<file path="config.mk">
export PLATFORM = sky130hd
export DESIGN_NAME = btn_led_arbiter
export DESIGN_NICKNAME = d
export VERILOG_FILES = /design/src/rtl/btn_led_pkg.sv /design/src/rtl/btn_debounce.sv /design/src/rtl/btn_led_arbiter.sv
export SDC_FILE = /design/constraint.sdc
export NUM_CORES = 1
export LEC_CHECK = 0
export BUFFER_PORTS_ARGS = -buffer_cell sky130_fd_sc_hd__buf_2
export CAP_MARGIN = 0
export CORE_AREA = 3 3 140 142
export DETAILED_ROUTE_END_ITERATION = 7
export DIE_AREA = 0 0 143 145
export HOLD_SLACK_MARGIN = 0.1
export SLEW_MARGIN = 10
export SYNTH_ARGS = -nofsm -noshare
export SYNTH_HDL_FRONTEND = slang
export SYNTH_HIERARCHICAL = 1
export SYNTH_SLANG_ARGS = --single-unit
</file>
<file path="constraint.sdc">
create_clock -name i_clk -period 2.4 [get_ports i_clk]
set_input_delay 0 -clock i_clk [delete_from_list [all_inputs] [get_ports i_clk]]
set_output_delay 0 -clock i_clk [all_outputs]
set_load 0.03 [all_outputs]
</file>
<file path="src/rtl/btn_led_pkg.sv">
// Shared constants, types and the round-robin pick helper for the
// button-to-LED toggle arbiter.
package btn_led_pkg;

  localparam int unsigned NUM_BTN                 = 4;
  localparam int unsigned BTN_ID_W                = 2;
  localparam int unsigned DEBOUNCE_CYCLES_DEFAULT = 50000;
  localparam int unsigned CNT_W                   = 20;

  typedef enum logic {
    LVL_RELEASED = 1'b0,
    LVL_PRESSED  = 1'b1
  } btn_level_e;

  typedef struct packed {
    logic                valid;
    logic [BTN_ID_W-1:0] id;
  } grant_t;

  // First requester found walking ptr, ptr+1, ... with natural mod-4 wrap.
  function automatic grant_t rr_pick(input logic [NUM_BTN-1:0]  req,
                                     input logic [BTN_ID_W-1:0] ptr);
    grant_t              g;
    logic [BTN_ID_W-1:0] idx;
    g = '0;
    for (int unsigned i = 0; i < NUM_BTN; i++) begin
      idx = ptr + BTN_ID_W'(i);
      if (!g.valid && req[idx]) begin
        g.valid = 1'b1;
        g.id    = idx;
      end
    end
    return g;
  endfunction

endpackage

</file>
<file path="src/rtl/btn_debounce.sv">
// One button: 2-flop synchronizer, stability counter and registered
// released->pressed event pulse.
module btn_debounce
  import btn_led_pkg::*;
#(
  parameter int unsigned DEBOUNCE_CYCLES = DEBOUNCE_CYCLES_DEFAULT
) (
  input  logic i_clk,
  input  logic i_rst,
  input  logic i_btn_n,
  output logic o_pressed,
  output logic o_press_evt
);

  logic             r_sync1;
  logic             r_sync2;
  logic [CNT_W-1:0] r_cnt;
  btn_level_e       r_level;
  btn_level_e       r_level_d;
  logic             r_press;

  btn_level_e w_sync_level;
  logic       w_differ;
  logic       w_done;

  always_comb begin
    w_sync_level = r_sync2 ? LVL_RELEASED : LVL_PRESSED;
    w_differ     = (w_sync_level != r_level);
    w_done       = w_differ && (r_cnt == CNT_W'(DEBOUNCE_CYCLES - 1));
  end

  // Level flips on the edge the count would reach DEBOUNCE_CYCLES.
  always_ff @(posedge i_clk or posedge i_rst) begin
    if (i_rst) begin
      r_sync1   <= 1'b1;
      r_sync2   <= 1'b1;
      r_cnt     <= '0;
      r_level   <= LVL_RELEASED;
      r_level_d <= LVL_RELEASED;
      r_press   <= 1'b0;
    end else begin
      r_sync1   <= i_btn_n;
      r_sync2   <= r_sync1;
      r_level_d <= r_level;
      r_press   <= (r_level == LVL_PRESSED) && (r_level_d == LVL_RELEASED);
      if (!w_differ) begin
        r_cnt <= '0;
      end else if (w_done) begin
        r_cnt   <= '0;
        r_level <= w_sync_level;
      end else begin
        r_cnt <= r_cnt + 1'b1;
      end
    end
  end

  assign o_pressed   = (r_level == LVL_PRESSED);
  assign o_press_evt = r_press;

endmodule

</file>
<file path="src/rtl/btn_led_arbiter.sv">
// Four debounced buttons; each press toggles its LED via a round-robin
// arbiter that grants at most one pending press per cycle.
module btn_led_arbiter
  import btn_led_pkg::*;
#(
  parameter int unsigned DEBOUNCE_CYCLES = DEBOUNCE_CYCLES_DEFAULT
) (
  input  logic                i_clk,
  input  logic                i_rst,
  input  logic [NUM_BTN-1:0]  i_btn_n,
  input  logic                i_clr_all,
  output logic [NUM_BTN-1:0]  o_led,
  output logic [NUM_BTN-1:0]  o_btn_pressed,
  output logic                o_event_valid,
  output logic [BTN_ID_W-1:0] o_event_id
);

  logic [NUM_BTN-1:0]  w_press;
  logic [NUM_BTN-1:0]  w_pressed;
  grant_t              w_grant;
  logic [NUM_BTN-1:0]  w_grant_oh;
  logic [NUM_BTN-1:0]  w_pending_nxt;

  logic [NUM_BTN-1:0]  r_pending;
  logic [BTN_ID_W-1:0] r_ptr;
  logic [NUM_BTN-1:0]  r_led;
  logic                r_event_valid;
  logic [BTN_ID_W-1:0] r_event_id;

  for (genvar k = 0; k < NUM_BTN; k++) begin : g_btn
    btn_debounce #(
      .DEBOUNCE_CYCLES(DEBOUNCE_CYCLES)
    ) u_debounce (
      .i_clk       (i_clk),
      .i_rst       (i_rst),
      .i_btn_n     (i_btn_n[k]),
      .o_pressed   (w_pressed[k]),
      .o_press_evt (w_press[k])
    );
  end

  // A new press OR'd after the grant clear keeps pending set when both coincide.
  always_comb begin
    w_grant    = rr_pick(r_pending, r_ptr);
    w_grant_oh = '0;
    if (w_grant.valid) begin
      w_grant_oh[w_grant.id] = 1'b1;
    end
    w_pending_nxt = (r_pending & ~w_grant_oh) | w_press;
  end

  always_ff @(posedge i_clk or posedge i_rst) begin
    if (i_rst) begin
      r_pending     <= '0;
      r_ptr         <= '0;
      r_led         <= '0;
      r_event_valid <= 1'b0;
      r_event_id    <= '0;
    end else if (i_clr_all) begin
      r_pending     <= '0;
      r_led         <= '0;
      r_event_valid <= 1'b0;
    end else begin
      r_pending     <= w_pending_nxt;
      r_event_valid <= w_grant.valid;
      if (w_grant.valid) begin
        r_led      <= r_led ^ w_grant_oh;
        r_event_id <= w_grant.id;
        r_ptr      <= w_grant.id + 1'b1;
      end
    end
  end

  assign o_led         = r_led;
  assign o_btn_pressed = w_pressed;
  assign o_event_valid = r_event_valid;
  assign o_event_id    = r_event_id;

endmodule

</file>
Word-level counts from Yosys, hierarchy flattened
Cells that the tools add are included.
{ "op_classes": {"n_addsub": 8, "n_lt_le_gt_ge": 6, "n_eq_ne": 8, "n_mux": 31, "n_bitwise": 9, "n_reduce_logical": 21} }
{ "op_table": {"columns": ["op", "count"], "rows": [
  ["20-bit 2-to-1 mux", 8],
  ["20-bit by 1-bit adder with 20-bit output, second input constant", 4],
  ["20-bit by 16-bit == test with 1-bit output, second input constant", 4],
  ["4-bit 2-to-1 mux", 4],
  ["2-bit by 3-bit < comparator with 1-bit output, second input constant", 5],
  ["1-bit logical AND", 12],
  ["3-bit 2-to-1 mux", 4],
  ["1-bit 2-to-1 mux", 10],
  ["2-bit AND reduction", 5],
  ["1-bit binary-select mux with 2-bit select", 4],
  ["1-bit inverter", 5],
  ["2-bit by 1-bit adder with 2-bit output, second input constant", 2],
  ["2-bit adder, second input constant", 2],
  ["4-bit bitwise AND", 1],
  ["1-bit != test", 4],
  ["4-bit inverter", 1],
  ["4-bit OR", 1],
  ["4-bit bitwise XOR", 1],
  ["1-bit zero test", 3],
  ["1-bit demux with 2-bit select", 1],
  ["2-bit by 1-bit greater-or-equal comparator with 1-bit output, second input constant", 1],
  ["2-bit nonzero test", 1]
]} }
{ "totals": {"regBits": 113, "in_bits": 7, "output_inout_bits": 11, "wordCells": 112} }

Depth between registers and ports, before layout
Gate-level depths: netlist (run 1).
{ "depth": {"word_depth": 21, "ltp_mapped": 7, "depth_no_buf": 7} }

Modules after synthesis
The synthesis (run 1) kept the hierarchy.
{ "modules_own_cells": {"columns": ["module", "n_inst", "cells_each", "area_per_inst_um2", "seq_area_each_um2"], "rows": [
  ["btn_debounce", 4, 119, 1209.9, 628.1],
  ["btn_led_arbiter", 1, 68, 678.2, 325.3]
]} }

Worst setup path after synthesis (run 1)
Ideal clock, no wire load.
{ "synth_timing": {"path_kind": "flip-flop to flip-flop", "startpoint": "register g_btn[0].u_debounce.r_cnt[11]", "endpoint": "register g_btn[0].u_debounce.r_cnt[15]", "arrival_ns": 1.856, "required_time_ns": 2.281, "path_slack_ns": 0.426, "path_stages_with_launch": 6, "path_buffers": 1, "period_less_slack_ns": 1.974, "cell_sequence": "dfrtp_1 or4b_1 or4_4 o21ai_4 buf_6 nor2_1"} }
{ "synth_via": {"elab_chain_len": 4, "word_cells_on_any_way": 5} }
{ "synth_rtl": {"columns": ["item", "line_no", "rtl"], "rows": [
  ["start: declaration", "btn_debounce.sv:17", "logic [CNT_W-1:0] r_cnt;"],
  ["start signal: assignment", "btn_debounce.sv:52", "r_cnt <= r_cnt + 1'b1;"],
  ["branches (longest 2 deep; another with 20-bit by 1-bit adder with 20-bit output)", null, null],
  ["20-bit 2-to-1 mux (*)", "btn_debounce.sv:48", "end else if (w_done) begin"],
  ["20-bit 2-to-1 mux (*)", "btn_debounce.sv:46", "if (!w_differ) begin"]
]} }
Every way passes the cells marked *.
A chain may end at the register's enable or synchronous reset.

Worst setup path in the final report (run 1)
{ "layout_timing": {"startpoint": "register g_btn[0].u_debounce.r_cnt[11]", "endpoint": "register g_btn[0].u_debounce.r_cnt[8]"} }
{ "layout_via": {"elab_chain_len": 4} }
{ "layout_rtl": {"columns": ["item", "line_no", "rtl"], "rows": [
  ["20-bit by 16-bit == test with 1-bit output", "btn_debounce.sv:29", "w_done = w_differ && (r_cnt == CNT_W'(DEBOUNCE_CYCLES - 1));"],
  ["1-bit logical AND", "btn_debounce.sv:29", null],
  ["20-bit 2-to-1 mux", "btn_debounce.sv:48", null],
  ["20-bit 2-to-1 mux", "btn_debounce.sv:46", null]
]} }
Every way passes these cells.

==> results by stage, run 1 <==
Power:
- Per report_power, the combinational group accounts for 3.0% of the total.
- In this run switching power makes up 20.1% of total power.
- The power share of the sequential group is 39.5%.
- The clock network power share is 57.5%.
- The internal power summed over all cells is 4.00 mW.
- The net load switching power is 1.01 mW.
- The leakage dissipation is 2.78 nW.
- The areal power density over the cells is 750 nW/um^2.
- The total power is 5.01 mW.
- IR analysis of the VDD net gives a maximum drop of 511 uV.

Setup path:
- Counting both buffers and inverters, the worst setup path holds a total of 0.
- The family with the most delay on the worst path is simple AND/OR/NAND/NOR gates.
- The critical path ends at g_btn[0].u_debounce/r_cnt[8]$_DFF_PP0_.
- The startpoint of the worst-slack reg-to-reg timing path is g_btn[0].u_debounce/r_cnt[11]$_DFF_PP0_.
- The largest single stage delay on the critical path is 0.58 ns.
- Traced cell by cell, the critical path runs through or4b_1, or4_4, o21ai_4, nor2_1.
- The maximum net fanout on the critical path is 16.
- The slack of the worst reg-to-reg path is 0.19 ns.
- The worst setup path is of the flip-flop to flip-flop kind.
- The number of cells on the worst reg-to-reg path is 4.
- The endpoint identified for the worst register-to-register timing path is g_btn[0].u_debounce/r_cnt[8]$_DFF_PP0_.
- The arrival time reported for the critical path endpoint is 2.48 ns.
- The cell depth of the worst setup path is 4.
- STA puts the critical path data required time at 2.67 ns.
- STA classifies the critical path endpoint as a flip-flop.
- The nature of the critical path startpoint is a flip-flop.
- The timing startpoint of the critical path is g_btn[0].u_debounce/r_cnt[11]$_DFF_PP0_.
- The slowest cell on the critical path is or4_4.

Placement:
- The wire-length estimate of the detail-placed layout is 7.31 mm.
- The number of buffers added on ports is 17.
- The cell total after placement is 802.
- At the end of routability-driven placement, the weighted congestion stood at 0.796.

Floorplan:
- The die covers 20700 um^2.
- The initial core utilization is 29.7%.
- After floorplanning, the core was divided into 50 placement rows.
- In this run the vertical extent of the chip is 145 um.
- The x dimension of the die is 143 um.
- The I/O pin total is 18.
- The core footprint is 18600 um^2.

GRT:
- The initial antenna violation count was 0.
- Entering global routing, the biggest net connects 26 pins.
- The number of global-route vias before repair came to 3992.
- The wire length of the first global-routing pass is 19.4 mm.
- Global routing used 11.5% of the available tracks.
- The total grt overflow is 0.

STA:
- The final count of negative-setup-slack endpoints is 0.
- The final-report max-slew violation count is 0.
- The final-report hold violation count is 0.
- The worst hold margin is 0.224 ns.
- For the finished layout, the period the worst path requires is 2.21 ns.
- The setup TNS after final layout is 0 ns.
- The maximum clock frequency is 0.453 GHz.
- The actual transition at the worst max-transition pin is 0.965 ns.
- The portion of the clock cycle consumed by the worst path in the final layout is 92.1%.
- Measured against its own limit, the worst slew margin works out to 35.6%.
- On the final layout, the worst clock skew is 0.00903 ns.
- Setup repair after global routing left no endpoint under its margin.

Yosys:
- The total number of yosys warnings is 6.
- The XOR/XNOR share of the synthesized area is 9.52%.
- The flip-flop and latch count after synthesis is 113.
- The post-synth net total is 559.
- In the post-synthesis netlist, the biggest area contributors are dfrtp_1 48%, xnor2_1 7.6%, nor2_1 6.1%.
- The number of flops mapped to enable cells by yosys is 0.
- The compound-cell area share of the yosys netlist is 7.96%.
- The multiplexer fraction of the synthesized cell area is 1.20%.
- The most frequently used flop master after synthesis is dfrtp_1.
- The number of standard cells after synthesis is 544.
- The fraction of the mapped netlist area in adder cells is 1.81%.
- The proportion of synthesized chip area in sequential cells is 51.4%.
- Averaged over all synthesized cells, the footprint is 10.1 um^2.
- Counting flops with an async set or reset pin after synthesis yields a share of 100%.
- The largest area contributor in the netlist is dfrtp_1.
- The number of distinct library cells after synthesis is 45.
- The synthesized netlist occupies a cell area of 5520 um^2.
- The main combinational cell family by area after synthesis is simple AND/OR/NAND/NOR gates.
- The share of the synthesized area in the top cell type is 47.6%.
- The area fraction in and, or, nand and nor cells after synthesis is 24.9%.

Clocking:
- TritonCTS created 17 clock buffers.
- After clock tree synthesis, the clock-pin slew on the worst setup and hold paths is 0.05 ns.
- The H-tree generated during clock tree synthesis spans 4 levels.
- The CTS tree is done.
- The tree is rooted in a clkbuf_16.
- The clock network latency to the later pin of the worst-skew pair is 0.42 ns.
- The maximum root-to-sink buffer count is 2.
- Gates resized during post-CTS repair numbered 0.
- The number of clock sinks is 113.

Routing:
- After detailed routing, the number of vias per cell comes to 4.84.
- The length of the first detailed-routing pass in iterations is 4.
- The violation count after the first detailed-route iteration is 207.
- The post-detailed-routing wire length is 11.1 mm.
- The post-detailed-route count of antenna-violating nets is 0.
- The number of remaining DRC errors is 0.
- Dividing the detail-routed wire length by the instance count gives 13.2 um.
- The final route contains 4065 vias.

Worst hold path:
- The type of the most critical hold path is input port to flip-flop.

Finish:
- The post-route netlist has 15.3% of its cells at a drive strength greater than 1.
- The commonest non-fill, non-tap cell in the layout is dfrtp_1.
- Counting the fill cells in the layout gives 1801.
- Cells fill 36.0% of the core in the end.
- After the flow finishes, the layout carries non-filler instances totaling 840.
- The growth of design area from synthesis to finish is 21.1%.
- The post-layout net count is 608.
- The count of inserted antenna diode cells is 0.
- Leaving out fill and tap cells, the most frequent cells in the layout are 105 x dfrtp_1, 90 x nor2_1, 48 x xnor2_1.

Status:
- The run finished with clean final reports.

Run:
- The tool flagged a number of max-cap violations equal to 0.
==> per-layer routing <==
layer	global-route usage, %	vias to the layer above	wire length, um
met5	0	-	0
met4	4.71	0	182
met3	3.26	10	287
met2	17.4	57	5070
met1	15.4	1971	5560
li1	-	2027	-
==> Yosys cell counts (all sizes together), types with 12 or more instances <==
| master | instances |
|---|---|
| inv | 32 |
| nand4 | 20 |
| nand2 | 29 |
| nor3 | 12 |
| nand3 | 24 |
| xor2 | 12 |
| or4 | 20 |
| dfrtp | 105 |
| nor4 | 21 |
| a21oi | 25 |
| xnor2 | 48 |
| o21ai | 17 |
| nor2 | 90 |
==> per-stage QoR <==
step           setup WS (ns)  cell area, um^2
2_1_floorplan          0.426             5520
3_3_place_gp           0.234             5940
3_5_place_dp           0.182             5940
4_1_cts                0.168             6680
5_1_grt               0.0257             6680
6_report               0.191             6680
==> power groups by stage <==
| stage | Combinational, mW | Clock (mW) | Sequential [mW] |
|---|---|---|---|
| 2_1_floorplan | 0.104 | 0 | 2.01 |
| 3_3_place_gp | 0.147 | 0 | 2.01 |
| 3_5_place_dp | 0.150 | 0 | 2.01 |
| 4_1_cts | 0.157 | 2.95 | 1.98 |
| 5_1_grt | 0.175 | 3.04 | 1.98 |
| 6_report | 0.151 | 2.88 | 1.98 |
==> final cells by class <==
cell class / count / area (um^2) / share of cell area (%)
Timing Repair Buffer: 36 / 243 / 3.63
Inverter: 32 / 120 / 1.80
Clock buffer: 24 / 512 / 7.66
Tap cell: 234 / 293 / 4.38
Clock inverter: 8 / 171 / 2.57
Multi-Input combinational cell: 393 / 2510 / 37.5
Sequential cell: 113 / 2840 / 42.5
==> cell families (layout without fill, tap and decap cells) <==
logic type	count (synthesis)	after routing
buffers and inverters	38	100
and+or+nand+nor	256	256
DFF	113	113
xor gates and xnor gates	60	60
AOI/OAI and AO/OA	63	63
muxes	6	6
adders and majority gates	8	8
==> sequential cells by signal, summed over array words and instances (netlist names), 4 cells and up <==
register	cells
g_btn.u_debounce/o_press_evt	4
g_btn.u_debounce/r_level_d	4
g_btn.u_debounce/r_cnt	80
o_led	4
r_pending	4
g_btn.u_debounce/r_sync1	4
g_btn.u_debounce/o_pressed	4
g_btn.u_debounce/r_sync2	4
==> what timing repair did <==
action,CTS,global route
hold buffers,6,0
endpoints found under the setup margin,0,0
hold endpoints to repair,121,0
buffers inserted,0,0
==> worst min path at each step <==
stage / start / to / slack (ns) / cells after the start
4_1_cts: i_btn_n[2] / g_btn[2].u_debounce/r_sync1$_DFF_PP1_ / 0.20 / 2
3_3_place_gp: i_btn_n[3] / g_btn[3].u_debounce/r_sync1$_DFF_PP1_ / 0.10 / 1
5_1_grt: i_btn_n[2] / g_btn[2].u_debounce/r_sync1$_DFF_PP1_ / 0.21 / 2
3_5_place_dp: i_btn_n[2] / g_btn[2].u_debounce/r_sync1$_DFF_PP1_ / 0.11 / 1
6_report: i_btn_n[2] / g_btn[2].u_debounce/r_sync1$_DFF_PP1_ / 0.22 / 2
2_1_floorplan: i_rst / o_event_id[0]$_DFFE_PP0P_ / -0.12 / 1
No activity file was read; power rests on OpenSTA's default activity.
==> run 2, diff against run 1 <==
--- a/config.mk
+++ b/config.mk
@@ -7,9 +7,9 @@
 export LEC_CHECK = 0
 export BUFFER_PORTS_ARGS = -buffer_cell sky130_fd_sc_hd__buf_2
 export CAP_MARGIN = 0
-export CORE_AREA = 3 3 140 142
+export CORE_AREA = 3 3 110 112
 export DETAILED_ROUTE_END_ITERATION = 7
-export DIE_AREA = 0 0 143 145
+export DIE_AREA = 0 0 113 115
 export HOLD_SLACK_MARGIN = 0.1
 export SLEW_MARGIN = 10
 export SYNTH_ARGS = -nofsm -noshare
==> results by stage, run 2 (synthesis gave the netlist of run 1 again) <==
Power:
- The maximum vdd ir drop is 851 uV (was 511 uV).
- The areal power density over the cells is 746 nW/um^2 (was 750 nW/um^2).
- The leakage dissipation came to 2.74 nW (was 2.78 nW).

Setup path:
- The buffering stage count on the worst path with inverters included is 0 (unchanged).
- The required arrival time at the worst endpoint is 2.68 ns (was 2.67 ns).
- The nature of the critical path startpoint is a flip-flop (unchanged).
- The family with the most delay on the worst path is simple AND/OR/NAND/NOR gates (unchanged).
- The number of cells on the worst reg-to-reg path is 4 (unchanged).
- The type of element capturing the critical path is a flip-flop (unchanged).
- The longest individual stage delay on the worst path is 0.58 ns (about the same).
- The kind of critical path was flip-flop to flip-flop (unchanged).
- The arrival time reported for the critical path endpoint is 2.48 ns (about the same).
- The maximum net fanout on the critical path is 16 (unchanged).
- Worst-path cell chain: or4b_1, or4_4, o21ai_4, nor2_1 (unchanged).
- The cell depth of the worst setup path is 4 (unchanged).
- The slowest cell on the critical path is or4_4 (unchanged).

STA:
- Setup repair after global routing missed its margin: no (unchanged).
- The tightest slew margin relative to the limit came to 35.5% (was 35.6%).
- The actual transition at the worst max-transition pin was 0.967 ns (was 0.965 ns).
- The final-report max-slew violation count was 0 (unchanged).
- The final worst setup slack was 0.191 ns (about the same).
- The minimum clock period is 2.21 ns (about the same).
- The maximum clock frequency is 0.453 GHz (about the same).
- The final-report hold violation count was 0 (unchanged).
- The setup TNS after final layout is 0 ns (unchanged).
- The portion of the clock cycle consumed by the worst path in the final layout is 92.0% (was 92.1%).
- The final worst clock skew is 0.00668 ns (was 0.00903 ns).
- The final count of negative-setup-slack endpoints is 0 (unchanged).

Finish:
- The number of fill cells is 981 (was 1801).
- The flip-flop count of the largest register after layout is 80 (unchanged).
- The share of final-layout standard cells stronger than drive strength 1 is 14.4% (was 15.3%).
- The commonest non-fill, non-tap cell in the layout is dfrtp_1 (unchanged).
- Most frequent cells in the layout: 105 x dfrtp_1, 90 x nor2_1, 48 x xnor2_1 (unchanged).
- The non-filler instance count after layout came to 742 (was 840).
- The count of inserted antenna diode cells is 0 (unchanged).
- The register containing the most flip-flops in the final layout was g_btn.u_debounce/r_cnt (unchanged).
- The post-layout net count is 602 (was 608).
- The growth of design area from synthesis to finish is 17.3% (was 21.1%).

Placement:
- The cell total after placement was 705 (was 802).
- The placed wire-length estimate after detailed placement is 7.30 mm (was 7.31 mm).
- The weighted congestion at the end of routability-driven global placement is 0.873 (was 0.796).
- The number of buffers added on ports is 17 (unchanged).
- The placement-stage worst setup slack is 0.216 ns (was 0.182 ns).

Run:
- The max-cap violation count is 0 (unchanged).

Floorplan:
- The I/O pin total is 18 (unchanged).
- The cell row count is 39 (was 50).
- The x dimension of the die was 113 um (was 143 um).
- The core footprint came to 11300 um^2 (was 18600 um^2).
- The overall die area is 13000 um^2 (was 20700 um^2).
- The initial core utilization is 48.7% (was 29.7%).
- The die height came to 115 um (was 145 um).

Worst hold path:
- The type of the most critical hold path was input port to asynchronous set/reset pin (was input port to flip-flop).

GRT:
- The overall routing resource usage is 19.0% (was 11.5%).
- The largest net degree at the start of global routing was 26 (unchanged).
- The total grt overflow is 0 (unchanged).
- The number of global-route vias before repair is 3961 (was 3992).
- The initial antenna violation count was 0 (unchanged).
- The wire length of the first global-routing pass is 19.4 mm (about the same).

Routing:
- The post-detailed-routing wire length came to 11.0 mm (was 11.1 mm).
- The violation count after the first detailed-route iteration is 255 (was 207).
- The number of remaining DRC errors is 0 (unchanged).
- The average via count per standard cell came to 5.47 (was 4.84).
- The final routed wire length divided by cell count came to 14.9 um (was 13.2 um).
- The length of the first detailed-routing pass in iterations was 4 (unchanged).
- The post-detailed-route count of antenna-violating nets is 0 (unchanged).
- The total number of vias is 4060 (was 4065).

Clocking:
- The CTS clock-pin slew for the worst setup and hold paths was 0.05 ns (about the same).
- The number of buffers added by the clock tree synthesis step was 17 (unchanged).
- The CTS tree was done (unchanged).
- The number of clock sinks was 113 (unchanged).
- The cell chosen for the clock root is clkbuf_16 (unchanged).
- The H-tree level count is 4 (unchanged).
- The clock network latency to the later pin of the worst-skew pair is 0.41 ns (was 0.42 ns).
- The maximum root-to-sink buffer count came to 2 (unchanged).

Status:
- Result of the run: complete, no violations (unchanged).
-- run 2: cell types whose count changed in the layout (fill, tap and decap cells not counted) --
cell,previous run,this run
clkbuf_8,6,1
a21boi_1,0,1
a21boi_0,2,1
clkinv_2,1,6
clkinvlp_4,1,0
buf_4,13,7
-- run 2: final timing paths --
kind	start	slack, ns	endpoint
hold / removal	i_rst	0.23	o_event_valid$_DFF_PP0_
min in group i_clk	i_btn_n[2]	0.23	g_btn[2].u_debounce/r_sync1$_DFF_PP1_
setup reg to reg	g_btn[2].u_debounce/r_cnt[11]$_DFF_PP0_	0.19	g_btn[2].u_debounce/r_cnt[14]$_DFF_PP0_
hold reg to reg	g_btn[1].u_debounce/r_sync1$_DFF_PP1_	0.35	g_btn[1].u_debounce/r_sync2$_DFF_PP1_
setup / recovery	g_btn[2].u_debounce/r_cnt[11]$_DFF_PP0_	0.19	g_btn[2].u_debounce/r_cnt[14]$_DFF_PP0_
max in group asynchronous	i_rst	1.40	g_btn[0].u_debounce/o_pressed$_DFFE_PP0P_
-- run 2: cell type report --
type | instances | area (um^2) | share of cell area, %
clock buffer | 19 | 443 | 6.84
clock inverter | 12 | 189 | 2.92
inverter | 32 | 120 | 1.86
multi-input combinational | 393 | 2510 | 38.7
sequential | 113 | 2840 | 43.8
tap | 143 | 179 | 2.76
timing repair buffer | 30 | 198 | 3.05
-- run 2: power by group --
part / switching (mW) / internal [mW] / total (mW) / leakage (nW)
clock: 0.855 / 1.85 / 2.70 / 0.316
sequential: 0.0295 / 1.95 / 1.98 / 1.53
combinational: 0.103 / 0.0477 / 0.150 / 0.889
total: 0.987 / 3.84 / 4.83 / 2.74
-- run 2: per-stage QoR --
step / util (%) / power [mW] / area, um^2 / hold slack [ns]
floorplan: - / 2.12 / 5520 / -0.123
global placement: 51.1 / 2.15 / 5780 / 0.105
detailed placement: 51.1 / 2.16 / 5780 / 0.108
CTS: 57.2 / 4.90 / 6470 / 0.206
global route: 57.2 / 5.01 / 6470 / 0.208
finish: 57.2 / 4.83 / 6470 / 0.229
-- run 2: tightest hold or removal path: stages --
cell           delay, ns
dlygate4sd3_1       0.53
buf_2               0.15
inv_1               0.42
-- run 2: repair_timing --
item	CTS	global route
hold buffers	6	0
endpoints found under the hold margin	119	0
gates resized for setup	0	1
setup endpoints to repair	0	2
setup buffers	0	0
-- run 2: layer usage --
layer | track usage, % | vias to the layer above | wire, um
li1 | - | 2010 | -
met1 | 25.2 | 1946 | 5380
met5 | 0 | - | 0
met2 | 28.6 | 81 | 4940
met4 | 7.61 | 0 | 208
met3 | 6.63 | 23 | 507
==> run 3, diff against run 2 <==
--- a/config.mk
+++ b/config.mk
@@ -5,12 +5,14 @@
 export SDC_FILE = /design/constraint.sdc
 export NUM_CORES = 1
 export LEC_CHECK = 0
+export ABC_AREA = 1
 export BUFFER_PORTS_ARGS = -buffer_cell sky130_fd_sc_hd__buf_2
 export CAP_MARGIN = 0
-export CORE_AREA = 3 3 110 112
+export CORE_AREA = 3 3 117 119
 export DETAILED_ROUTE_END_ITERATION = 7
-export DIE_AREA = 0 0 113 115
+export DIE_AREA = 0 0 120 122
 export HOLD_SLACK_MARGIN = 0.1
+export PLACE_DENSITY = 0.65
 export SLEW_MARGIN = 10
 export SYNTH_ARGS = -nofsm -noshare
 export SYNTH_HDL_FRONTEND = slang
==> results by stage, run 3 <==
Status:
- Result of the run: complete, no violations (unchanged).

Run:
- The max-cap violation count is 0 (unchanged).

Clocking:
- The H-tree level count came to 4 (unchanged).
- The number of buffers added by the clock tree synthesis step came to 17 (unchanged).
- The clock network latency to the later pin of the worst-skew pair was 0.41 ns (about the same).
- The number of clock sinks was 113 (unchanged).
- The cell chosen for the clock root is clkbuf_16 (unchanged).
- The CTS clock-pin slew for the worst setup and hold paths was 0.05 ns (about the same).
- The CTS tree is done (unchanged).
- The post-CTS setup repair buffer count came to 0 (unchanged).
- The maximum root-to-sink buffer count came to 2 (unchanged).

Placement:
- The weighted congestion at the end of routability-driven global placement is 0.856 (was 0.873).
- The placed wire-length estimate after detailed placement is 9.32 mm (was 7.30 mm).
- The area of placed instances came to 6630 um^2 (was 5780 um^2).
- The number of buffers added on ports is 17 (unchanged).

Power:
- The areal power density over the cells is 819 nW/um^2 (was 746 nW/um^2).
- The maximum vdd ir drop is 407 uV (was 851 uV).
- The net load switching power is 1.70 mW (was 0.987 mW).
- The total power came to 6.02 mW (was 4.83 mW).
- The clock network power share is 46.6% (was 56.0%).
- The internal power summed over all cells was 4.31 mW (was 3.84 mW).
- The portion of total power attributed to combinational logic is 18.7% (was 3.1%).
- The power share of the sequential group is 34.7% (was 40.9%).
- The leakage dissipation is 3.30 nW (was 2.74 nW).
- The proportion of total power due to net switching is 28.3% (was 20.4%).

Finish:
- The register containing the most flip-flops in the final layout is g_btn.u_debounce/r_cnt (unchanged).
- The final core utilization came to 58.0% (was 57.2%).
- The post-layout net count was 898 (was 602).
- The cell area after layout came to 7350 um^2 (was 6470 um^2).
- The flip-flop count of the largest register after layout is 80 (unchanged).
- Most frequent cells in the layout: 207 x nand2_1, 190 x nor2_1, 104 x dfrtp_1 (was 105 x dfrtp_1, 90 x nor2_1, 48 x xnor2_1).
- The growth of design area from synthesis to finish was 16.0% (was 17.3%).
- The count of inserted antenna diode cells is 0 (unchanged).
- The share of final-layout standard cells stronger than drive strength 1 is 16.8% (was 14.4%).
- The number of fill cells is 1187 (was 981).
- The commonest non-fill, non-tap cell in the layout is nand2_1 (was dfrtp_1).

Yosys:
- The number of standard cells after synthesis is 843 (was 544).
- The post-synthesis instance area was 6330 um^2 (was 5520 um^2).
- Top post-synthesis cells by count: 207 x nand2_1, 190 x nor2_1, 105 x dfrtp_1, 83 x inv_1, 59 x nand3_1 (was 105 x dfrtp_1, 90 x nor2_1, 48 x xnor2_1, 31 x inv_1, 29 x nand2_1).
- The share of flip-flops with an asynchronous set or reset after synthesis was 100% (unchanged).
- The flip-flop and latch count after synthesis is 113 (unchanged).
- The number of distinct library cells after synthesis is 27 (was 45).
- The proportion of synthesized chip area in sequential cells came to 44.8% (was 51.4%).
- The share of the synthesized area in the top cell type is 41.5% (was 47.6%).
- The largest area contributor in the netlist is dfrtp_1 (unchanged).
- The total number of yosys warnings is 6 (unchanged).
- The mean cell area of the mapped netlist is 7.51 um^2 (was 10.1 um^2).
- The most used standard cell by instance count after synthesis was nand2_1 (was dfrtp_1).
- The post-synth net total came to 858 (was 559).
- The most frequently used flop master after synthesis is dfrtp_1 (unchanged).
- The number of flops mapped to enable cells by yosys is 0 (unchanged).
- Most area-consuming cells after synthesis: dfrtp_1 42%, nand2_1 12%, nor2_1 11% (was dfrtp_1 48%, xnor2_1 7.6%, nor2_1 6.1%).

GRT:
- The overall routing resource usage is 18.7% (was 19.0%).
- The total grt overflow is 0 (unchanged).
- The largest net degree at the start of global routing is 26 (unchanged).
- The wire length of the first global-routing pass is 22.2 mm (was 19.4 mm).
- The global routing met2 resource utilization is 30.2% (was 28.6%).
- The global routing usage on met3 is 3.76% (was 6.63%).
- The met1 demand-to-capacity share in global routing came to 24.8% (was 25.2%).
- The initial antenna violation count came to 0 (unchanged).
- The number of global-route vias before repair is 4971 (was 3961).
- The most used routing layer in global routing was met2 (unchanged).

Routing:
- The length of the first detailed-routing pass in iterations is 4 (unchanged).
- The total number of vias came to 5197 (was 4060).
- The final routed wire length divided by cell count is 11.9 um (was 14.9 um).
- The violation count after the first detailed-route iteration came to 322 (was 255).
- The post-detailed-routing wire length is 12.7 mm (was 11.0 mm).
- The average via count per standard cell is 4.87 (was 5.47).
- The number of remaining DRC errors is 0 (unchanged).
- The post-detailed-route count of antenna-violating nets was 0 (unchanged).

STA:
- The tightest slew margin relative to the limit is 36.1% (was 35.5%).
- The minimum clock period is 2.15 ns (was 2.21 ns).
- The final-report hold violation count came to 0 (unchanged).
- The final worst clock skew is 0.00640 ns (was 0.00668 ns).
- The final count of negative-setup-slack endpoints was 0 (unchanged).
- The final-report max-slew violation count came to 0 (unchanged).
- The maximum clock frequency is 0.465 GHz (was 0.453 GHz).
- The portion of the clock cycle consumed by the worst path in the final layout is 89.7% (was 92.0%).
- Setup repair after global routing missed its margin: no (unchanged).
- The setup TNS after final layout is 0 ns (unchanged).
- The actual transition at the worst max-transition pin is 0.957 ns (was 0.967 ns).

Setup path:
- The type of element capturing the critical path was a flip-flop (unchanged).
- Worst-path cell chain: inv_2, nand2_1, nand2_2, nor2_1, nor2_2, nand3_4, nand2_1, nand2_1, inv_1, ha_1, nand3_1, nand2_1, nor2_1 (was or4b_1, or4_4, o21ai_4, nor2_1).
- The nature of the critical path startpoint is a flip-flop (unchanged).
- The kind of critical path is flip-flop to flip-flop (unchanged).
- The most numerous cell type found on the critical path is nand2_1.
- The timing startpoint of the critical path is r_ptr[0]$_DFFE_PP0P_ (was g_btn[2].u_debounce/r_cnt[11]$_DFF_PP0_).
- The arrival time reported for the critical path endpoint is 2.45 ns (was 2.48 ns).
- The longest individual stage delay on the worst path is 0.49 ns (was 0.58 ns).
- The startpoint of the worst-slack reg-to-reg timing path is r_ptr[0]$_DFFE_PP0P_ (was g_btn[2].u_debounce/r_cnt[11]$_DFF_PP0_).
- The maximum net fanout on the critical path came to 14 (was 16).
- The slack of the worst reg-to-reg path is 0.25 ns (was 0.19 ns).
- The slowest cell on the critical path is dfrtp_2 (was or4_4).
- The required arrival time at the worst endpoint is 2.70 ns (was 2.68 ns).

Floorplan:
- The core footprint is 12700 um^2 (was 11300 um^2).
- The I/O pin total is 18 (unchanged).
- The cell row count is 41 (was 39).
- The x dimension of the die is 120 um (was 113 um).
- The die height is 122 um (was 115 um).
- The overall die area is 14600 um^2 (was 13000 um^2).
- The initial core utilization is 50.0% (was 48.7%).

Worst hold path:
- The type of the most critical hold path is input port to asynchronous set/reset pin (unchanged).
[run 3: changes by cell type in the layout (fill, tap and decap cells not counted), moves of 17 or more]
cell / previous run / this run
a21oi_1: 25 / 8
inv_1: 31 / 83
nand2_1: 29 / 207
nand2_2: 0 / 40
nand3_1: 20 / 59
nor2_1: 90 / 190
nor2_2: 0 / 25
nor4_1: 20 / 0
xnor2_1: 48 / 12
[run 3: power groups by stage]
| stage | clock, mW | combinational, mW | sequential [mW] |
|---|---|---|---|
| finish | 2.80 | 1.13 | 2.08 |
| global route | 2.93 | 1.27 | 2.09 |
| CTS | 2.86 | 1.13 | 2.08 |
| detailed placement | 0 | 1.11 | 2.11 |
| global placement | 0 | 1.06 | 2.11 |
| floorplan | 0 | 0.879 | 2.15 |
[run 3: layer usage]
layer  part of all wire [%]  vias to the layer above
met2                     47                       90
met3                    3.5                       15
met5                      0                        -
met4                    1.6                        0
met1                     48                     2414
li1                       -                     2678
[run 3: worst max-delay path, delay by kind of cell, from the launching register on]
kind | cells | cell delay [ns]
flip-flops | 1 | 0.49
adder cells (fa/ha/maj) | 1 | 0.21
buffers and inverters | 2 | 0.25
AND/OR/NAND/NOR | 10 | 1.08
[run 3: final timing paths]
check,to,depth (start not counted)
max reg2reg,o_led[0]$_DFFE_PP0P_,13
max in group asynchronous,g_btn[0].u_debounce/r_cnt[8]$_DFF_PP0_,3
min,r_pending[2]$_DFF_PP0_,3
min in group i_clk,g_btn[3].u_debounce/r_sync1$_DFF_PP1_,2
min reg2reg,g_btn[1].u_debounce/r_sync2$_DFF_PP1_,0
max,o_led[0]$_DFFE_PP0P_,13
[run 3: logic make-up (layout without fill, tap and decap cells)]
kind of cell	count (synthesis)	after routing	synth area share, %
xor gates and xnor gates	36	36	4.98
adders and majority gates	8	8	1.58
and+or+nand+nor	551	551	39.4
AOI/OAI and AO/OA	38	38	3.32
DFF	113	113	44.8
buffers and inverters	97	149	5.93
[run 3: final cells by class]
class | count | area (um^2) | share of cell area, %
Timing Repair Buffer | 27 | 175 | 2.38
Clock buffer | 20 | 447 | 6.08
Inverter | 91 | 342 | 4.65
Sequential cell | 113 | 2840 | 38.6
Tap cell | 172 | 215 | 2.93
Multi-Input combinational cell | 633 | 3120 | 42.4
Clock inverter | 11 | 210 | 2.86
[run 3: repair_timing]
action | CTS | global route
setup endpoints to repair | 0 | 6
gates resized for setup | 0 | 1
hold endpoints to repair | 117 | 0
hold buffers | 6 | 0
[run 3: through the flow]
| step | setup slack (ns) | hold WS (ns) | cells |
|---|---|---|---|
| 6_report | 0.248 | 0.231 | 1067 |
| 3_3_place_gp | 0.319 | 0.107 | 1030 |
| 2_1_floorplan | 0.622 | -0.123 | 843 |
| 5_1_grt | 0.0375 | 0.221 | 1067 |
| 3_5_place_dp | 0.151 | 0.107 | 1030 |
| 4_1_cts | 0.141 | 0.219 | 1067 |
